$ cat config.mk
export PLATFORM = sky130hd
export DESIGN_NAME = serial_comp_32
export DESIGN_NICKNAME = d
export VERILOG_FILES = /design/src/rtl/comp_pkg.sv /design/src/rtl/comp_8.sv /design/src/rtl/serial_comp_32.sv
export SDC_FILE = /design/constraint.sdc
export NUM_CORES = 1
export LEC_CHECK = 0
export CORE_AREA = 2 2 110 102
export DETAILED_ROUTE_END_ITERATION = 10
export DIE_AREA = 0 0 112 104
export SYNTH_ARGS = -nofsm -noshare
export SYNTH_HDL_FRONTEND = slang
export SYNTH_SLANG_ARGS = --single-unit
$ cat constraint.sdc
create_clock -name clock -period 2.4 [get_ports clock]
set_input_delay 0.36 -clock clock [delete_from_list [all_inputs] [get_ports clock]]
set_output_delay 0.36 -clock clock [all_outputs]
set_load 0.1 [all_outputs]
$ cat src/rtl/comp_pkg.sv
// Shared constants for the serial magnitude comparator: FSM state codes and slice width.
package comp_pkg;

    localparam int BYTE_W = 8;

    typedef enum logic [1:0] {
        IDLE = 2'd0,
        RUN  = 2'd1,
        DONE = 2'd2
    } state_t;

endpackage

$ cat src/rtl/comp_8.sv
// 8-bit cascadable magnitude comparator slice; EQ1/GT1 carry the verdict of more significant bits.
module comp_8 (
    input  logic [7:0] A,
    input  logic [7:0] B,
    input  logic       EQ1,
    input  logic       GT1,
    output logic       EQ0,
    output logic       GT0
);

    // A decided upper verdict passes straight through; only a tie so far lets this byte vote
    assign EQ0 = EQ1 & (A == B);
    assign GT0 = GT1 | (EQ1 & (A > B));

endmodule

$ cat src/rtl/serial_comp_32.sv
// Multi-cycle unsigned comparator that walks the operands MSB byte first through one comp_8 slice.
module serial_comp_32
    import comp_pkg::*;
#(
    parameter int WIDTH      = 32,
    parameter bit EARLY_EXIT = 1'b0
) (
    input  logic             clock,
    input  logic             reset,
    input  logic             start,
    input  logic [WIDTH-1:0] A,
    input  logic [WIDTH-1:0] B,
    output logic             ready,
    output logic             busy,
    output logic             done,
    output logic             EQ,
    output logic             GT,
    output logic             LT
);

    localparam int N  = WIDTH / BYTE_W;
    localparam int CW = (N > 1) ? $clog2(N) : 1;
    localparam logic [CW-1:0] LAST = CW'(N - 1);

    state_t             state;
    state_t             nextState;
    logic [WIDTH-1:0]   aReg;
    logic [WIDTH-1:0]   bReg;
    logic [CW-1:0]      count;
    logic               ceq;
    logic               cgt;
    logic               eq0;
    logic               gt0;
    logic [BYTE_W-1:0]  aByte;
    logic [BYTE_W-1:0]  bByte;
    logic               finish;

    assign aByte = aReg[BYTE_W*int'(count) +: BYTE_W];
    assign bByte = bReg[BYTE_W*int'(count) +: BYTE_W];

    comp_8 slice (
        .A   (aByte),
        .B   (bByte),
        .EQ1 (ceq),
        .GT1 (cgt),
        .EQ0 (eq0),
        .GT0 (gt0)
    );

    // Last byte reached, or with early exit the first differing byte already settles the verdict
    assign finish = (count == '0) || (EARLY_EXIT && !eq0);

    assign ready = (state == IDLE);
    assign busy  = (state == RUN);
    assign done  = (state == DONE);

    always_ff @(posedge clock or posedge reset) begin
        if (reset) begin
            state <= IDLE;
        end else begin
            state <= nextState;
        end
    end

    always_comb begin
        nextState = IDLE;
        case (state)
            IDLE:    nextState = start ? RUN : IDLE;
            RUN:     nextState = finish ? DONE : RUN;
            DONE:    nextState = IDLE;
            default: nextState = IDLE;
        endcase
    end

    // Results take the slice outputs directly so the final byte is included on the edge into DONE
    always_ff @(posedge clock or posedge reset) begin
        if (reset) begin
            aReg  <= '0;
            bReg  <= '0;
            count <= '0;
            ceq   <= 1'b1;
            cgt   <= 1'b0;
            EQ    <= 1'b0;
            GT    <= 1'b0;
            LT    <= 1'b0;
        end else begin
            case (state)
                IDLE: begin
                    if (start) begin
                        aReg  <= A;
                        bReg  <= B;
                        ceq   <= 1'b1;
                        cgt   <= 1'b0;
                        count <= LAST;
                    end
                end
                RUN: begin
                    ceq <= eq0;
                    cgt <= gt0;
                    if (finish) begin
                        EQ <= eq0;
                        GT <= gt0;
                        LT <= ~eq0 & ~gt0;
                    end else begin
                        count <= count - 1'b1;
                    end
                end
                default: ;
            endcase
        end
    end

endmodule
==> metrics.md, run 1 <==
| Metric | Value |
|---|---|
| Status | complete, no violations |
| Post-synth top cells | nand2_1 (198), dfrtp_1 (72), mux4_2 (16), inv_1 (14), ha_1 (9) |
| Area grow syn2layout | 36.6% |
| Fmax | 431 MHz |
| Filler cell count | 1,048 |
| Via density per instance | 4.49 |
| Final net count | 509 |
| Util after Layout | 43.9% |
| Site row count | 36 |
| Worst EP required | 2610 ps |
| Ys flop type | dfrtp_1 |
| Total gr overflow | 0 |
| Die H | 104 um |
| Area of the multi-input gates | 0.00144 mm^2 |
| Initial drt markers | 104 |
| Pleak | 2.26 nW |
| Top post-synthesis cells by area | dfrtp_1 (53%), nand2_1 (22%), mux4_2 (11%) |
| Min cycle time layout | 2320 ps |
| Cell Count, Final, Fillers Out | 571 |
| GRT Util Overall | 13.6% |
| Root Driver | clkbuf_16 |
| Final Cycle Share | 96.6% |
| Most frequent cell after synthesis | nand2_1 |
| Routability congestion estimate | 0.798 |
| Mapped Nets | 432 |
| Slew Limit Fails | 0 |
| Initial antenna violation count | 0 |
| Final hold violation count | 0 |
| I/O pins | 73 |
| Core box area | 0.0105 mm^2 |
| ANT cells | 0 |
| HPWL after detailed placement | 5.51 mm |
| Clock Sinks | 73 |
| Post-Syn Area per Cell | 9.52 um^2 |
| Register area share after synthesis | 53.9% |
| Fraction of layout cells with a size suffix above 1 | 14.2% |
| Drt drc | 0 |
| Worst-Skew Late Latency | 330 ps |
| Area occupied by registers | 0.00183 mm^2 |
| Clk slew on worst S/H paths | 60 ps |
| Post-route ant nets | 0 |
| Mapped cell area | 0.00339 mm^2 |
| Total Power | 6.43 mW |
| RSZ-0062 raised after global routing | yes |
| Area leader, netlist | dfrtp_1 |
| WL per Instance | 13.3 um |
| Initial Utilization | 32.2% |
| Die Footprint | 0.0116 mm^2 |
| Setup Viol. Count Final | 0 |
| Overall die width | 112 um |
| Vias in the first global route | 2,636 |
| Largest fanout on the critical path | 8 |
| Yosys top cell area share | 53.2% |
| H-tree Lvls | 3 |
| Yosys cell types | 26 |
| Worst Skew | 4.29 ps |
| Post-Synthesis Cells | 356 |
| VDD IR-drop max | 1.19 mV |
| Post-synth EDFFs | 0 |
| TritonCTS clock tree | yes |
| Ys async rst share | 100% |
| Largest net degree at the start of global routing | 74 |
| Slew headroom | 69.4% |
| Longest Clk Path Bufs | 2 |
| PortBufs | 72 |
| Critical Path Sink Type | register |
| Global-route wire length before repair | 12.6 mm |
| Total routed wirelength | 7.61 mm |
| Via Count | 2,565 |
| Router iterations before antenna repair | 4 |
| Startpoint types | register |
| WS Path Type | register to register |
| Crit path arrival time | 2530 ps |
| Power per Cell Area | 1390 mW/mm^2 |
| Worst slew pin tran | 455 ps |
| Ys Warns | 0 |
| MaxCap Viol Count | 0 |
| Cells after DPL | 552 |
| Num CTS Buffers | 9 |
| Hold Path Class | primary input to asynchronous set/reset pin |
| FF+latch count, synth | 73 |
==> cells in the final DEF (no fill, tap or decap) <==
cell type and count:
a211oi_2 1, a21oi_1 5, a2bb2oi_1 1, a31oi_2 1
a32o_1 1, a41oi_1 1, and2_2 1, and4_1 1
and4_4 1, buf_12 2, buf_4 15, buf_6 1
bufinv_16 2, clkbuf_16 9, clkdlybuf4s50_1 66, clkinv_2 2
clkinvlp_4 2, dfrtp_1 71, dfrtp_2 1, dfstp_2 1
ha_1 6, ha_4 3, inv_1 13, inv_2 1
inv_6 1, mux4_2 16, nand2_1 197, nand2_2 1
nand2b_1 1, nand3_1 1, nor2_1 5, nor2_2 1
nor2b_1 2, o211ai_1 1, o21ai_0 4
==> state kept, by name (all words and copies together), names as in the netlist, 2 cells and up <==
name	count
aReg	32
state	2
count	2
bReg	32
==> through the flow <==
stage	instance area, um^2	setup TNS [ps]	hold WS, ps	worst slack [ps]
6_report	4630	0	432	82.4
5_1_grt	4630	-99.6	467	-53.9
4_1_cts	4560	0	451	7.84
3_5_place_dp	4240	0	460	4.47
3_3_place_gp	4240	0	454	116
2_1_floorplan	3390	0	440	124
==> cell type report <==
cell class | count | share of cell area [%]
Sequential cell | 73 | 39.5
Multi-Input combinational cell | 251 | 31.1
Timing Repair Buffer | 84 | 17.8
Clock buffer | 9 | 4.86
Tap cell | 133 | 3.59
Clock inverter | 7 | 2.03
Inverter | 14 | 1.14
==> final timing paths <==
kind	depth (start not counted)	slack [ps]	end	start
min in group clock	2	470	bReg[15]$_DFFE_PP0P_	bReg[15]$_DFFE_PP0P_
min	3	430	aReg[29]$_DFFE_PP0P_	reset
max in group asynchronous	3	1630	ceq$_DFFE_PP1P_	reset
max	8	80	LT$_DFFE_PP0P_	count[0]$_DFFE_PP0P_
min reg2reg	2	470	bReg[15]$_DFFE_PP0P_	bReg[15]$_DFFE_PP0P_
max reg2reg	8	80	LT$_DFFE_PP0P_	count[0]$_DFFE_PP0P_
==> power by group <==
group | total, mW | switching, mW | internal, mW | leakage, nW
registers | 2.17 | 0.360 | 1.81 | 0.900
logic | 2.83 | 1.54 | 1.29 | 1.21
clock network | 1.42 | 0.516 | 0.909 | 0.152
total | 6.43 | 2.41 | 4.01 | 2.26
==> routing by layer <==
metal	share of wire (%)	track usage, %	routed length [um]
met1	44	16.8	3320
met2	50	22.9	3790
met3	5.6	4.78	423
met4	1.0	3.14	76
met5	0	0	0
==> critical path, cell delays in order (launching register included) <==
cell and delay (ps):
dfrtp_1 420, buf_12 160, mux4_2 490, inv_1 80
ha_1 260, and4_1 240, a211oi_2 220, a31oi_2 80
a32o_1 250
==> kinds of logic (layout without fill, tap and decap cells) <==
| logic type | after synthesis | after routing | share of synthesized area, % |
|---|---|---|---|
| AND/OR/NAND/NOR | 211 | 211 | 24.1 |
| flip-flops | 73 | 73 | 53.9 |
| buffers and inverters | 32 | 114 | 5.06 |
| multiplexers | 16 | 16 | 10.6 |
| AO/OA/AOI/OAI | 15 | 15 | 2.92 |
| adder cells (fa/ha/maj) | 9 | 9 | 3.32 |
==> what timing repair did <==
item                                    in CTS  in global routing
cloned                                       0                  0
pin swaps                                    0                  1
setup buffers                                0                  3
resized for setup                            1                  5
endpoints found under the setup margin       1                  3
hold buffers                                 0                  0
Power figures use the tool's default switching activity.
==> inputs of run 2 (changes only) <==
- clock period: 2.4 -> 2.2 ns (I/O delays scaled with it)
==> run 2 against run 1 <==
The run now ends with setup timing left. Register-to-register slack worse by 160 ps. Critical path depth unchanged. Via count down 0.62%. Highest routed layer unchanged. Combinational power up 5%. Sequential share of layout area up 0.71 points. Wire length down 2.7%. Clock power down 8%.
==> metrics.md, run 2 (synthesis results as in run 1) <==
| Metric | Value |
|---|---|
| Status | finished with violations |
| Violated checks | setup timing |
| Worst Skew | 4.42 ps |
| Initial Utilization | 32.2% |
| Hold WS | 403 ps |
| Post-route setup slack | -81.6 ps |
| H-tree Lvls | 3 |
| CP Cell Sequence | buf_6, mux4_2, ha_4, and4_4, nand2_2, a211oi_2, a31oi_2, a32o_1 |
| Largest fanout on the critical path | 7 |
| ANT cells | 0 |
| Overall die width | 112 um |
| Final net count | 508 |
| Fmax | 438 MHz |
| MaxCap Viol Count | 0 |
| Via density per instance | 4.48 |
| PortBufs | 72 |
| Die H | 104 um |
| Power per Cell Area | 1460 mW/mm^2 |
| TritonCTS clock tree | yes |
| Worst path slowest cell | mux4_2 |
| Site row count | 36 |
| Clk slew on worst S/H paths | 50 ps |
| I/O pins | 73 |
| Core box area | 0.0105 mm^2 |
| Total routed wirelength | 7.40 mm |
| Longest Clk Path Bufs | 2 |
| Setup bufs post-CTS | 0 |
| Worst reg2reg setup slack | -80 ps |
| WS Path Type | register to register |
| Routability congestion estimate | 0.808 |
| Die Footprint | 0.0116 mm^2 |
| Via Count | 2,549 |
| Router iterations before antenna repair | 4 |
| Util after Layout | 43.2% |
| Largest registers | aReg: 32 flops, bReg: 32 flops |
| Area grow syn2layout | 34.2% |
| Clock Sinks | 73 |
| Post-route ant nets | 0 |
| Largest net degree at the start of global routing | 74 |
| Crit path arrival time | 2490 ps |
| Critical Path Sink Type | register |
| Drt drc | 0 |
| Most common cell after layout, fill and taps aside | nand2_1 |
| Filler cell count | 1,043 |
| Pre-CTS WS | -123 ps |
| Final Cycle Share | 104% |
| RSZ-0062 raised after global routing | yes |
| Vias in the first global route | 2,749 |
| Initial drt markers | 85 |
| Setup Viol. Count Final | 2 |
| Pleak | 2.23 nW |
| Worst-Skew Late Latency | 330 ps |
| Root Driver | clkbuf_16 |
| Min cycle time layout | 2280 ps |
| Hold Path Class | primary input to asynchronous set/reset pin |
| Slowest stage delay, CP | 530 ps |
| Num CTS Buffers | 9 |
| Global-route wire length before repair | 12.9 mm |
| VDD IR-drop max | 0.861 mV |
| Final hold violation count | 0 |
| Total gr overflow | 0 |
| Critical path's top delay family | multiplexers |
| Fraction of layout cells with a size suffix above 1 | 13.3% |
| Worst EP required | 2410 ps |
| Cell Count, Final, Fillers Out | 569 |
| Startpoint types | register |
| Most frequent cells in the layout | nand2_1 (196), dfrtp_1 (71), clkdlybuf4s50_1 (66), mux4_2 (16), buf_4 (14) |
| Initial antenna violation count | 0 |
| Slew headroom | 71.1% |
| Area of the multi-input gates | 0.00143 mm^2 |
| HPWL after detailed placement | 5.66 mm |
| Slew Limit Fails | 0 |
| WL per Instance | 13.0 um |
| Area occupied by registers | 0.00183 mm^2 |
| Cells after DPL | 554 |
| Worst slew pin tran | 429 ps |
| WP buf/inv | 1 |
| GRT Util Overall | 13.9% |
==> run 2: cell type report <==
type | count | area share (%)
Multi-Input combinational cell | 251 | 31.4
Clock buffer | 12 | 5.42
Clock inverter | 3 | 0.385
Inverter | 14 | 1.16
Tap cell | 133 | 3.66
Timing Repair Buffer | 83 | 17.8
Sequential cell | 73 | 40.2
==> run 2: report_power, final <==
group	total [mW]	internal, mW	switching, mW
combinational	2.98	1.35	1.63
clock	1.30	0.783	0.514
sequential	2.38	1.98	0.405
==> run 2: worst paths after layout <==
check / from / endpoint / cells after the start
setup / recovery: count[0]$_DFFE_PP0P_ / LT$_DFFE_PP0P_ / 8
hold / removal: reset / aReg[29]$_DFFE_PP0P_ / 3
setup reg to reg: count[0]$_DFFE_PP0P_ / LT$_DFFE_PP0P_ / 8
hold reg to reg: aReg[15]$_DFFE_PP0P_ / aReg[15]$_DFFE_PP0P_ / 2
max in group asynchronous: reset / ceq$_DFFE_PP1P_ / 3
min in group clock: aReg[15]$_DFFE_PP0P_ / aReg[15]$_DFFE_PP0P_ / 2
==> run 2: tightest hold or removal path, stage by stage <==
cell and delay (ps):
clkdlybuf4s50_1 410, inv_2 70, buf_12 330
==> run 2: metal layers <==
metal | track usage [%] | up-vias | routed length [um]
met1 | 17.4 | 1207 | 3270
met2 | 23.4 | 51 | 3690
met3 | 4.14 | 8 | 354
met5 | 0 | - | 0
li1 | - | 1283 | -
met4 | 4.27 | 0 | 87
==> run 2: stage by stage <==
step	instance area (um^2)	TNS (ps)	total power, mW
floorplan	3400	-71.8	4.57
global placement	4250	-41.8	5.24
detailed placement	4250	-300	5.36
CTS	4550	-123	6.77
global route	4550	-418	7.25
finish	4550	-83.0	6.66
==> run 2: repair_timing <==
| item | 4_1_cts | 5_1_grt |
|---|---|---|
| pin swaps | 2 | 0 |
| endpoints found under the setup margin | 3 | 3 |
| hold buffers | 0 | 0 |
| gates resized for setup | 7 | 0 |
